==> src/rtl/yarp_fetch_if.sv <==
// Bundles the instruction-memory request bus and the fetch-to-decode handshake.
interface yarp_fetch_if;
  logic        imem_req_o;
  logic [31:0] imem_addr_o;
  logic        imem_gnt_i;
  logic        imem_rvalid_i;
  logic [31:0] imem_rdata_i;
  logic        redirect_i;
  logic [31:0] redirect_pc_i;
  logic        instr_valid_o;
  logic        instr_ready_i;
  logic [31:0] instr_o;
  logic [31:0] pc_o;

  modport master (
    output imem_req_o, imem_addr_o, instr_valid_o, instr_o, pc_o,
    input  imem_gnt_i, imem_rvalid_i, imem_rdata_i,
           redirect_i, redirect_pc_i, instr_ready_i
  );

  modport slave (
    input  imem_req_o, imem_addr_o, instr_valid_o, instr_o, pc_o,
    output imem_gnt_i, imem_rvalid_i, imem_rdata_i,
           redirect_i, redirect_pc_i, instr_ready_i
  );
endinterface

==> src/rtl/yarp_fetch.sv <==
// Fetch stage: single-outstanding instruction-memory requests, one-entry output
// buffer towards decode, and redirect handling that discards stale responses.
module yarp_fetch #(
  parameter logic [31:0] RESET_PC = 32'h0000_0000
) (
  input  logic         clk,
  input  logic         reset_n,
  yarp_fetch_if.master bus
);

  typedef enum logic [2:0] {
    IDLE = 3'd0,
    REQ  = 3'd1,
    WAIT = 3'd2,
    HOLD = 3'd3,
    DROP = 3'd4
  } state_t;

  state_t      state_q;
  logic [31:0] fetch_pc_q;
  logic        req_q;
  logic        valid_q;
  logic [31:0] instr_q;
  logic [31:0] pc_q;
  logic [31:0] redirect_tgt_d;

  assign redirect_tgt_d = bus.redirect_pc_i & 32'hFFFF_FFFC;

  // req_q/valid_q are set on entry to REQ/HOLD so outputs come straight from flops.
  always_ff @(posedge clk or negedge reset_n) begin
    if (!reset_n) begin
      state_q    <= IDLE;
      fetch_pc_q <= RESET_PC & 32'hFFFF_FFFC;
      req_q      <= 1'b0;
      valid_q    <= 1'b0;
      instr_q    <= 32'h0000_0000;
      pc_q       <= RESET_PC;
    end else begin
      case (state_q)
        IDLE: begin
          if (bus.redirect_i) fetch_pc_q <= redirect_tgt_d;
          state_q <= REQ;
          req_q   <= 1'b1;
        end

        REQ: begin
          if (bus.redirect_i) begin
            fetch_pc_q <= redirect_tgt_d;
            if (bus.imem_gnt_i) begin
              // Old address was already accepted; its response must be swallowed.
              state_q <= DROP;
              req_q   <= 1'b0;
            end
          end else if (bus.imem_gnt_i) begin
            state_q <= WAIT;
            req_q   <= 1'b0;
          end
        end

        WAIT: begin
          if (bus.redirect_i) begin
            fetch_pc_q <= redirect_tgt_d;
            if (bus.imem_rvalid_i) begin
              state_q <= REQ;
              req_q   <= 1'b1;
            end else begin
              state_q <= DROP;
            end
          end else if (bus.imem_rvalid_i) begin
            instr_q    <= bus.imem_rdata_i;
            pc_q       <= fetch_pc_q;
            valid_q    <= 1'b1;
            fetch_pc_q <= fetch_pc_q + 32'd4;
            state_q    <= HOLD;
          end
        end

        HOLD: begin
          if (bus.redirect_i) begin
            fetch_pc_q <= redirect_tgt_d;
            valid_q    <= 1'b0;
            state_q    <= REQ;
            req_q      <= 1'b1;
          end else if (bus.instr_ready_i) begin
            valid_q <= 1'b0;
            state_q <= REQ;
            req_q   <= 1'b1;
          end
        end

        DROP: begin
          if (bus.redirect_i) fetch_pc_q <= redirect_tgt_d;
          if (bus.imem_rvalid_i) begin
            state_q <= REQ;
            req_q   <= 1'b1;
          end
        end

        default: begin
          state_q <= IDLE;
          req_q   <= 1'b0;
          valid_q <= 1'b0;
        end
      endcase
    end
  end

  assign bus.imem_req_o    = req_q;
  assign bus.imem_addr_o   = fetch_pc_q;
  assign bus.instr_valid_o = valid_q;
  assign bus.instr_o       = instr_q;
  assign bus.pc_o          = pc_q;

endmodule

==> src/flat_wrapper.sv <==
// flat-port wrapper written by rule: the top's interface ports become plain ports
module yarp_fetch_flat 
#(
  parameter logic [31:0] RESET_PC = 32'h0000_0000
)
  (clk, reset_n, bus_imem_req_o, bus_imem_addr_o, bus_instr_valid_o, bus_instr_o, bus_pc_o, bus_imem_gnt_i, bus_imem_rvalid_i, bus_imem_rdata_i, bus_redirect_i, bus_redirect_pc_i, bus_instr_ready_i);
  yarp_fetch_if bus_i ();
  input  logic clk;
  input  logic reset_n;
  output wire logic [$bits(bus_i.imem_req_o)-1:0] bus_imem_req_o;
  output wire logic [$bits(bus_i.imem_addr_o)-1:0] bus_imem_addr_o;
  output wire logic [$bits(bus_i.instr_valid_o)-1:0] bus_instr_valid_o;
  output wire logic [$bits(bus_i.instr_o)-1:0] bus_instr_o;
  output wire logic [$bits(bus_i.pc_o)-1:0] bus_pc_o;
  input wire logic [$bits(bus_i.imem_gnt_i)-1:0] bus_imem_gnt_i;
  input wire logic [$bits(bus_i.imem_rvalid_i)-1:0] bus_imem_rvalid_i;
  input wire logic [$bits(bus_i.imem_rdata_i)-1:0] bus_imem_rdata_i;
  input wire logic [$bits(bus_i.redirect_i)-1:0] bus_redirect_i;
  input wire logic [$bits(bus_i.redirect_pc_i)-1:0] bus_redirect_pc_i;
  input wire logic [$bits(bus_i.instr_ready_i)-1:0] bus_instr_ready_i;
  assign bus_imem_req_o = bus_i.imem_req_o;
  assign bus_imem_addr_o = bus_i.imem_addr_o;
  assign bus_instr_valid_o = bus_i.instr_valid_o;
  assign bus_instr_o = bus_i.instr_o;
  assign bus_pc_o = bus_i.pc_o;
  assign bus_i.imem_gnt_i = bus_imem_gnt_i;
  assign bus_i.imem_rvalid_i = bus_imem_rvalid_i;
  assign bus_i.imem_rdata_i = bus_imem_rdata_i;
  assign bus_i.redirect_i = bus_redirect_i;
  assign bus_i.redirect_pc_i = bus_redirect_pc_i;
  assign bus_i.instr_ready_i = bus_instr_ready_i;
  yarp_fetch #(.RESET_PC(RESET_PC)) u_core (.clk(clk), .reset_n(reset_n), .bus(bus_i));
endmodule
==> config.mk <==
export PLATFORM = sky130hd
export DESIGN_NAME = yarp_fetch_flat
export DESIGN_NICKNAME = d
export VERILOG_FILES = /design/src/rtl/yarp_fetch_if.sv /design/src/rtl/yarp_fetch.sv /design/src/flat_wrapper.sv
export SDC_FILE = /design/constraint.sdc
export NUM_CORES = 1
export LEC_CHECK = 0
export ABC_CLOCK_PERIOD_IN_PS = 2350
export BUFFER_PORTS_ARGS = -buffer_cell sky130_fd_sc_hd__buf_4
export CAP_MARGIN = 10
export CORE_ASPECT_RATIO = 1.2
export CORE_MARGIN = 3
export CORE_UTILIZATION = 35
export CTS_CLUSTER_DIAMETER = 120
export DETAILED_ROUTE_END_ITERATION = 7
export SYNTH_ARGS = -nofsm -noshare
export SYNTH_HDL_FRONTEND = slang
export SYNTH_SLANG_ARGS = --single-unit
==> constraint.sdc <==
create_clock -name clk -period 2.35 [get_ports clk]
set_input_delay 0.5875 -clock clk [delete_from_list [all_inputs] [get_ports clk]]
set_output_delay 0.5875 -clock clk [all_outputs]
set_load 0.01 [all_outputs]
==> reports/metrics.cfg <==
[run_status]
status = complete, no violations

[die]
core_area_sq_um = 13400
die_w_um = 114
io_pins = 168
start_util = 0.363
die-height_um = 135
rows = 46
dieArea_sq_um = 15400

[run]
drv_cap = 0

[synth]
synthDistinctLibCells = 59
yosysSeqAreaShare = 0.499
async_flop_share = 1.00
syn_avg_cell_area_sq_um = 10.6
ys_seq_elements = 97
synth_edf_count = 0
synthFlopType = dfrtp_1
yosys_warnings = 0
synth_area_sq_um = 4860
netlist_instances = 457

[clock_tree]
cts_resized = 0
numCtsBuffers = 9
clockBufferDepth = 2
cts_sinks = 97
htree_levels = 3
post_cts_buffers = 0
cts_hold_buf = 0
path_clk_slew_ns = 0.07
cts-root-buf = clkbuf_16
cts_tree = done
worst_skew_pair.late_latency_ns = 0.35

[finish]
final_cell_mix = 189 x buf_4, 97 x dfrtp_1, 56 x mux2_2, 38 x nand2_1, 27 x o21ai_0
syn_to_final_growth_pct = 37.5
mostFrequentLayoutCell = buf_4
final_area_sq_um = 6690
nNetsFinal = 696
post_route_cells_drive_above_1_share = 0.435
antenna_cells = 0
layout.cells.non_filler = 798
final_core_util = 0.499

[worst_setup_path]
r2r_setup_slack_ns = 0.30
start_kind = flip-flop
r2r_cells = 3
critical_path_class = flip-flop to flip-flop
cp.required_ns = 2.58
endpoint_kind = flip-flop
rr_endpoint = u_core.bus.instr_o[16]$_DFFE_PN0P_
cp.arrival_ns = 2.28
path_max_fanout = 41
r2r_start = u_core.state_q[2]$_DFFE_PN0P_

[placement]
place_inst = 782
dpl_cell_area_sq_um = 6380
hpwlAfterDp_um = 11000
port_buffers = 161
gp_congestion = 0.882

[detailed_routing]
num_vias = 4403
viasPerCell = 5.52
drtPass1Iterations = 4
drt_iter0_drc = 248
drc = 0
ant_nets = 0
wl_um = 15000
routedWlPerCell_um = 18.8

[sta]
skew_ns = 0.00442
hold_viol_final = 0
slew_headroom = 0.604
setup_tns_ns = 0
fin_crit_ns = 2.05
tightest_slew_ns = 0.594
hold_ws_ns = 0.159
grt_setup_unrepaired = false
fin_crit_sh = 0.872
final_max_slew_viol_count = 0
setup_viol_count_final = 0
clock.fmax_mhz = 488

[power_and_ir_drop]
irDropWorstVdd_mv = 0.664
p_per_area_nw_per_um2 = 1260
p_leak_nw = 3.08
clkPwrFrac = 0.181
p_comb_frac = 0.448
power.switching_mw = 3.22
netSwitchingFraction = 0.382
internal-power_mw = 5.21
p_seq_frac = 0.371

[global_route]
grt_util_all_layers = 0.193
antenna_found_initial = 0
grt_remaining_overflow = 0
grt_max_degree = 53
grt_pass1_vias = 4500
grt_pass1_wl_um = 23400

[min_path]
min_path_type = input pin to asynchronous set/reset pin

-- worst max-delay path, stage by stage (launching register included) --
cell,delay [ns]
dfrtp_1,0.52
or4_4,0.68
buf_4,0.34
mux2_2,0.36
-- per-layer routing --
| layer | up-vias | global-route usage | wire [um] |
|---|---|---|---|
| met1 | 2192 | 0.240 | 6090 |
| met3 | 18 | 0.0357 | 885 |
| li1 | 2050 | - | - |
| met4 | 0 | 0.0741 | 225 |
| met2 | 143 | 0.332 | 7780 |
| met5 | - | 0 | 0 |
-- layout make-up --
cell class              instances  area, sq um
clock buffers                  10          239
clock inverters                 6         67.6
fillers                      1301         6720
inverters                      15         56.3
multi-input cells             310         2210
flip-flops and latches         97         2430
well taps                     168          210
repair buffers                192         1480
-- cells in the mapped netlist (2+ instances only) --
master     instances  share of area
o21ai_0           27          0.028
nor3_1            12          0.012
a2bb2oi_1          3         0.0054
o21bai_1           3         0.0046
clkbuf_1          20          0.015
nand4_1           19          0.024
or3_1              2         0.0026
mux2_2            56           0.13
o2111ai_1          2         0.0036
nand2_1           38          0.029
a2111oi_0          2         0.0036
o22a_1             2         0.0036
buf_2              9         0.0093
o2bb2ai_1          3         0.0054
o311ai_0           5         0.0090
or4_4              2         0.0046
dfrtp_1           97           0.50
mux2i_1            8          0.016
a311oi_1           2         0.0036
and4_1             3         0.0054
inv_1             15          0.012
or4_1              8          0.012
buf_6              3         0.0069
nand3_2            2         0.0041
o211ai_1           8          0.012
nand3_1           20          0.021
o22ai_1            5         0.0064
buf_4              5         0.0077
nor2_1             9         0.0069
nand4b_1           4         0.0072
nor4_1            10          0.013
a22oi_1            2         0.0031
nand2b_1           3         0.0039
a21oi_1           18          0.019
o41a_1             2         0.0046
a211oi_1           5         0.0077
-- how the worst max path moves through the flow --
stage,from,to,slack (ns),cells after the start
6_report,u_core.state_q[2]$_DFFE_PN0P_,u_core.bus.instr_o[16]$_DFFE_PN0P_,0.30,3
3_3_place_gp,bus_redirect_i,u_core.bus.imem_addr_o[25]$_DFFE_PN0P_,0.22,4
2_1_floorplan,bus_imem_rvalid_i,u_core.bus.imem_addr_o[20]$_DFFE_PN0P_,0.35,7
3_5_place_dp,bus_imem_rvalid_i,u_core.bus.instr_o[16]$_DFFE_PN0P_,0.16,5
5_1_grt,u_core.state_q[0]$_DFFE_PN0P_,u_core.bus.imem_addr_o[30]$_DFFE_PN0P_,0.16,5
4_1_cts,u_core.state_q[0]$_DFFE_PN0P_,u_core.bus.imem_addr_o[30]$_DFFE_PN0P_,0.27,5
-- stage by stage --
stage                     setup slack [ns]  power (mW)
after CTS                            0.273        8.51
after floorplan                      0.355        4.86
after detailed placement             0.163        6.96
after global placement               0.222        6.85
final                                0.301        8.43
after global routing                 0.160        8.98
-- flip-flops by register name, indices dropped and copies added, names as in the netlist --
signal and cells:
u_core.bus.instr_o 32, u_core.bus.imem_addr_o 30, u_core.bus.pc_o 30, u_core.state_q 3, u_core.bus.imem_req_o 1, u_core.bus.instr_valid_o 1
-- power groups by stage --
stage                     clock (mW)  combinational, mW  sequential, mW
final                           1.53               3.78            3.13
after global routing            1.64               4.08            3.25
after CTS                       1.57               3.81            3.13
after detailed placement           0               3.81            3.15
after global placement             0               3.74            3.11
after floorplan                    0               1.47            3.39
-- cells by family (layout without fill, tap and decap cells) --
kind of cell               count (synthesis)  count (layout)  share of synthesized area
buffers and inverters                     53             223                     0.0517
DFF                                       97              97                      0.499
and+or+nand+nor                          142             142                      0.163
other                                      1               4                   0.000771
AOI/OAI and AO/OA                         99              99                      0.137
adders and majority gates                  1               1                    0.00257
muxes                                     64              64                      0.146
No activity file was read; power rests on OpenSTA's default activity.
